### config.mk
export PLATFORM = sky130hd
export DESIGN_NAME = fetch_queue_flat
export DESIGN_NICKNAME = d
export VERILOG_FILES = /design/src/rtl/fetch_queue_pkg.sv /design/src/rtl/squash_if.sv /design/src/rtl/fetch_queue.sv /design/src/flat_wrapper.sv
export SDC_FILE = /design/constraint.sdc
export NUM_CORES = 1
export LEC_CHECK = 0
export CELL_PAD_IN_SITES_DETAIL_PLACEMENT = 0
export CELL_PAD_IN_SITES_GLOBAL_PLACEMENT = 1
export CORE_ASPECT_RATIO = 1.2
export CORE_MARGIN = 2
export CORE_UTILIZATION = 40
export CTS_BUF_LIST = sky130_fd_sc_hd__clkbuf_8
export CTS_CLUSTER_SIZE = 10
export DETAILED_ROUTE_END_ITERATION = 10
export GPL_TIMING_DRIVEN = 0
export PLACE_DENSITY_LB_ADDON = 0.05
export SYNTH_ARGS = -nofsm -noshare
export SYNTH_HDL_FRONTEND = slang
export SYNTH_SLANG_ARGS = --single-unit
### constraint.sdc
create_clock -name clk -period 4.1 [get_ports clk]
set_input_delay 0.615 -clock clk [delete_from_list [all_inputs] [get_ports clk]]
set_output_delay 0.615 -clock clk [all_outputs]
set_load 0.05 [all_outputs]
### src/rtl/fetch_queue_pkg.sv
// Shared front-end types: fetched packet payload and fetch queue depth.
package C;

   localparam int unsigned XLEN        = 32;
   localparam int unsigned SQUASH_ID_W = 4;
   localparam int unsigned FQ_DEPTH    = 4;

   typedef struct packed {
      logic [XLEN-1:0] pc;
      logic [XLEN-1:0] data;
      logic            bp;
   } fetch_data_t;

endpackage

### src/rtl/squash_if.sv
// Pipeline flush request: one-cycle valid pulse with a tag id.
interface squash_if;
   import C::*;

   logic                   valid;
   logic [SQUASH_ID_W-1:0] id;

   modport master (output valid, output id);
   modport slave  (input  valid, input  id);
endinterface

### src/rtl/fetch_queue.sv
// Fetch-to-decode packet FIFO with squash flush.
// Optional macro FETCH_QUEUE_BYPASS_EN: empty-queue 0-cycle pass-through of in_i to out_o.
module fetch_queue
   import C::*;
#(
   parameter int unsigned DEPTH = C::FQ_DEPTH
)
(
   input  logic                       clk,
   input  logic                       rstn,
   input  fetch_data_t                in_i,
   input  logic                       in_i_valid,
   output logic                       in_i_ready,
   output fetch_data_t                out_o,
   output logic                       out_o_valid,
   input  logic                       out_o_ready,
   squash_if.slave                    squash_io,
   output logic [$clog2(DEPTH+1)-1:0] count_o
);

   localparam int unsigned IDX_W = $clog2(DEPTH);
   localparam int unsigned PTR_W = IDX_W + 1;
   localparam int unsigned CNT_W = $clog2(DEPTH + 1);

   logic [PTR_W-1:0] wr_ptr_q, wr_ptr_d;
   logic [PTR_W-1:0] rd_ptr_q, rd_ptr_d;
   fetch_data_t      mem_q [DEPTH];

   logic full_c;
   logic empty_c;
   logic push_c;
   logic pop_c;
   logic bypass_c;

   // Extra pointer MSB separates the full and empty cases when low bits match.
   assign empty_c = (wr_ptr_q == rd_ptr_q);
   assign full_c  = (wr_ptr_q[PTR_W-1] != rd_ptr_q[PTR_W-1]) &&
                    (wr_ptr_q[IDX_W-1:0] == rd_ptr_q[IDX_W-1:0]);

   assign count_o = CNT_W'(wr_ptr_q - rd_ptr_q);

   // Handshake, head selection and push/pop qualification.
   always_comb begin
      in_i_ready  = !full_c;
      out_o_valid = !empty_c && !squash_io.valid;
      out_o       = mem_q[rd_ptr_q[IDX_W-1:0]];
      bypass_c    = 1'b0;
`ifdef FETCH_QUEUE_BYPASS_EN
      if (empty_c && in_i_valid && !squash_io.valid) begin
         out_o       = in_i;
         out_o_valid = 1'b1;
         bypass_c    = out_o_ready;
      end
`endif
      push_c = in_i_valid && in_i_ready && !squash_io.valid && !bypass_c;
      pop_c  = out_o_valid && out_o_ready && !bypass_c;
   end

   // Squash empties the queue and drops this cycle's push and pop.
   always_comb begin
      wr_ptr_d = wr_ptr_q;
      rd_ptr_d = rd_ptr_q;
      if (squash_io.valid) begin
         wr_ptr_d = '0;
         rd_ptr_d = '0;
      end else begin
         if (push_c) wr_ptr_d = wr_ptr_q + PTR_W'(1);
         if (pop_c)  rd_ptr_d = rd_ptr_q + PTR_W'(1);
      end
   end

   always_ff @(posedge clk or negedge rstn) begin
      if (!rstn) begin
         wr_ptr_q <= '0;
         rd_ptr_q <= '0;
      end else begin
         wr_ptr_q <= wr_ptr_d;
         rd_ptr_q <= rd_ptr_d;
      end
   end

   // Storage holds no reset; contents are only observed behind valid pointers.
   always_ff @(posedge clk) begin
      if (push_c) mem_q[wr_ptr_q[IDX_W-1:0]] <= in_i;
   end

endmodule

### src/flat_wrapper.sv
// flat-port wrapper written by rule: the top's interface ports become plain ports
module fetch_queue_flat import C::*;
#(
   parameter int unsigned DEPTH = C::FQ_DEPTH
)
  (clk, rstn, in_i, in_i_valid, in_i_ready, out_o, out_o_valid, out_o_ready, count_o, squash_io_valid, squash_io_id);
  squash_if squash_io_i ();
  input  logic clk;
  input  logic rstn;
  input  fetch_data_t in_i;
  input  logic in_i_valid;
  output logic in_i_ready;
  output fetch_data_t out_o;
  output logic out_o_valid;
  input  logic out_o_ready;
  output logic [$clog2(DEPTH+1)-1:0] count_o;
  input wire logic [$bits(squash_io_i.valid)-1:0] squash_io_valid;
  input wire logic [$bits(squash_io_i.id)-1:0] squash_io_id;
  assign squash_io_i.valid = squash_io_valid;
  assign squash_io_i.id = squash_io_id;
  fetch_queue #(.DEPTH(DEPTH)) u_core (.clk(clk), .rstn(rstn), .in_i(in_i), .in_i_valid(in_i_valid), .in_i_ready(in_i_ready), .out_o(out_o), .out_o_valid(out_o_valid), .out_o_ready(out_o_ready), .squash_io(squash_io_i), .count_o(count_o));
endmodule
==> out/qor.yml, run 1 <==
sta:
  worst_clock_skew_ps: 20.19
  drv_slew: 0
  max_slew.worst_pin.slew_ps: 718.7
  setup_ws_ps: 496.9
  report.final.hold_viol_count: 0
  final.min_clock_period_ps: 3603
  totalNegativeSetupSlack_ps: 0
  final.period_utilization: 0.8788
  max_clock_freq_mhz: 277.5
  finalSetupViolCount: 0
  timing.max_slew.rel_slack: 0.5209
  rsz0062_at_grt: "no"
global_route:
  global_route.usage.total: 0.1517
  grt_pass1_vias: 5271
  grt_start_max_net_pins: 43
  global_route.overflow_total: 0
  grt_first_pass_wirelength_microns: 29590
  antenna_violations_before_repair: 1
route:
  dr_total_vias: 4708
  route.detailed.wl_per_inst_microns: 20.34
  drt_iter0_markers: 170
  antenna_left: 0
  drt_pass1_iterations: 5
  avgViaCountPerCell: 4.982
  drc: 0
  wl_microns: 19220
power:
  power_mw: 8.493
  power_per_cell_area_mw_per_mm2: 672.7
  power.ir.vdd_worst_v: 0.0004058
  cellLeakagePower_nw: 4.068
clock_tree:
  clk_pin_slew_worst_paths_ps: 60
  cts_root_buf: "clkbuf_8"
  clock_sinks: 266
  clk_path_buf_depth: 3
  cts_post_setup_buffers_inserted: 0
  cts_tree: "done"
  cts_inserted_buffers: 42
  cts.repair.resized: 0
  h-tree-depth: 2
  hold_buffers: 0
  clk_latency_ps: 520
setup_path:
  critical_path.reg2reg.endpoint: "u_core.mem_q[0][35]"
  critical_path_required_ps: 3480
  length_in_cells_of_the_worst_reg_to_reg_path: 7
  reg2reg_setup_slack_ps: 1340
  cp_data_arrival_time_ps: 2990
  timing.critical_path.fanout_max: 10
  timing_worst_setup_path_type: "register to primary output"
  worstReg2RegStart: "u_core.rd_ptr_q[1]"
  startpoint_type: "register"
  critPathCaptureType: "primary output"
floorplan:
  top_level_ports: 144
  die_w_microns: 148.1
  rows: 63
  fp.dieH_microns: 176.9
  initial_core_util: 0.4052
  design.die.area_sq_mm: 0.02619
  core_area_sq_mm: 0.02459
final_layout:
  synthToLayoutAreaGrowth_pct: 26.70
  final_layout_size_suffix_gt1_frac: 0.2258
  num-fill-cells: 2018
  n_antenna_cell: 0
  finish.net_count: 672
yosys:
  yosys.cell_count.top_type: "edfxtp_1"
  library_cell_occupying_the_most_area_in_the_post_synthesis_netlist: "edfxtp_1"
  synth_area_leaders: "edfxtp_1 78%, mux4_2 15%, dfrtp_1 1.5%"
  synth.net_count: 486
  syn_inst: 404
  synthesis.area_per_instance_sq_um: 24.66
  ys.warnings.count: 0
  synth.distinct_cells: 30
  post_synth_edffs: 260
  synth_common_cells: "260 x edfxtp_1, 65 x mux4_2, 7 x buf_2, 7 x ha_1, 6 x dfrtp_1"
  synth_top_cell_area_share: 0.7835
  synthArstFlopShare: 0.02256
  synth.ff_latch_count: 266
  share_of_the_yosys_chip_area_belonging_to_registers: 0.7986
  synth_flop_cell: "edfxtp_1"
  syn-cell-area_sq_mm: 0.009965
outcome:
  run_status: "finished clean"
worst_hold_path:
  hp-class: "primary input to asynchronous set/reset pin"
placed_design:
  hpwl_microns: 11510
  numPortBuffers: 138
  setup_slack_at_placement_ps: 1006
  place_congestion: 0.7155
run:
  max_cap_viol_count: 0
==> area by class of cell <==
cell class                 count  area [sq um]  share of cell area
sequential                   266          7958              0.6303
buffer                        19         126.4             0.01001
multi-input combinational    114          1882              0.1491
timing repair buffer         142          1491              0.1181
clock buffer                  43         591.8             0.04688
inverter                       5         18.77            0.001487
tap                          325         406.6             0.03221
clock inverter                31         150.1             0.01189
==> critical path, cell delays in order, from the launching register on <==
cell and delay, ps:
dfrtp_1 430, buf_2 320, inv_1 150, ha_1 310, clkbuf_2 190, a31oi_1 240, clkdlybuf4s50_1 830
==> cells in the final DEF, fill, tap and decap left out <==
cell type	netlist	routed
a211o_1	1	1
a21oi_1	3	3
a311oi_1	1	1
a31oi_1	3	3
a32oi_1	3	3
and3_2	1	1
and3_4	0	4
and4b_1	3	3
buf_1	2	2
buf_16	0	4
buf_2	7	7
buf_4	4	4
buf_6	4	4
bufinv_16	0	1
clkbuf_1	1	1
clkbuf_2	1	1
clkbuf_8	0	43
clkdlybuf4s50_1	0	138
clkinv_1	0	10
clkinv_2	0	3
clkinvlp_4	0	1
dfrtp_1	6	6
edfxtp_1	260	260
fa_1	1	1
ha_1	7	7
inv_1	5	21
mux4_2	65	65
nand2_1	3	3
nand3_1	5	5
nand3_2	1	1
nor2_1	2	2
nor2b_1	3	3
nor3b_1	1	1
o311ai_0	3	3
or4b_1	1	1
xnor2_1	2	2
xor2_2	1	1
==> flip-flops by register name, summed over array words and instances (netlist names) <==
register and cells:
u_core.mem_q 260, u_core.rd_ptr_q 3, u_core.wr_ptr_q 3
==> routing by layer <==
layer | wire [microns] | vias up | global-route usage | share of wire
met3 | 1408 | 38 | 0.05026 | 0.073
met5 | 13 | - | 0 | 0.00068
met2 | 10070 | 147 | 0.2666 | 0.52
met4 | 432 | 2 | 0.04643 | 0.022
met1 | 7294 | 2414 | 0.1771 | 0.38
li1 | - | 2107 | - | -
==> how the worst max path moves through the flow <==
stage,from,endpoint,cells after the start
2_1_floorplan,u_core.rd_ptr_q[1],u_core.mem_q[3][0],6
3_3_place_gp,squash_io_valid,u_core.mem_q[1][27],4
3_5_place_dp,u_core.rd_ptr_q[1],out_o_valid,6
4_1_cts,u_core.rd_ptr_q[1],out_o_valid,6
5_1_grt,u_core.rd_ptr_q[1],out_o_valid,6
6_report,u_core.rd_ptr_q[1],out_o_valid,6
==> kinds of logic after synthesis <==
kind of cell,count (synthesis),synth area share
mux,65,0.1469
flops,266,0.7986
xor+xnor,3,0.003391
fa+ha+maj,8,0.01080
compound gates,14,0.01042
buf+inv,24,0.01456
simple gates,24,0.01532
==> report_power, final <==
part	switching [mW]	internal [mW]
Combinational	2.01	1.18
Clock	0.942	1.03
Sequential	0.0674	3.26
==> per-stage QoR <==
| step | hold WS, ps | cell area, sq um | util | std cells |
|---|---|---|---|---|
| after detailed placement | 649.0 | 11880 | 0.4832 | 871 |
| after global routing | 331.1 | 12620 | 0.5133 | 945 |
| after global placement | 611.0 | 11750 | 0.4779 | 867 |
| final | 344.6 | 12620 | 0.5133 | 945 |
| after floorplan | 319.4 | 9965 | - | 404 |
| after CTS | 318.5 | 12620 | 0.5133 | 945 |
No activity file was read; power rests on OpenSTA's default activity.
==> run 2: changes to the inputs <==
clock period = 4.2 ns   (was 4.1 ns; I/O delays follow)
==> results of run 2 <==
Same layout as run 1 (identical final DEF). Status: finished clean.
Main changes from that run: setup slack after placement 1006 ps -> 1091 ps; setup slack after layout 496.9 ps -> 581.9 ps; hold slack 344.6 ps -> 359.6 ps; register-to-register setup slack 1340 ps -> 1440 ps; total power 8.493 mW -> 8.291 mW; worst IR drop on VDD 0.0004058 V -> 0.0003962 V
==> run 3: changes to the inputs <==
SKIP_LAST_GASP = 1   (was unset)
==> results of run 3 <==
Same layout as run 1 (identical final DEF). Status: finished clean.
Main changes from that run: setup slack after placement 1006 ps -> 1091 ps; setup slack after layout 496.9 ps -> 581.9 ps; hold slack 344.6 ps -> 359.6 ps; register-to-register setup slack 1340 ps -> 1440 ps; total power 8.493 mW -> 8.291 mW; worst IR drop on VDD 0.0004058 V -> 0.0003962 V
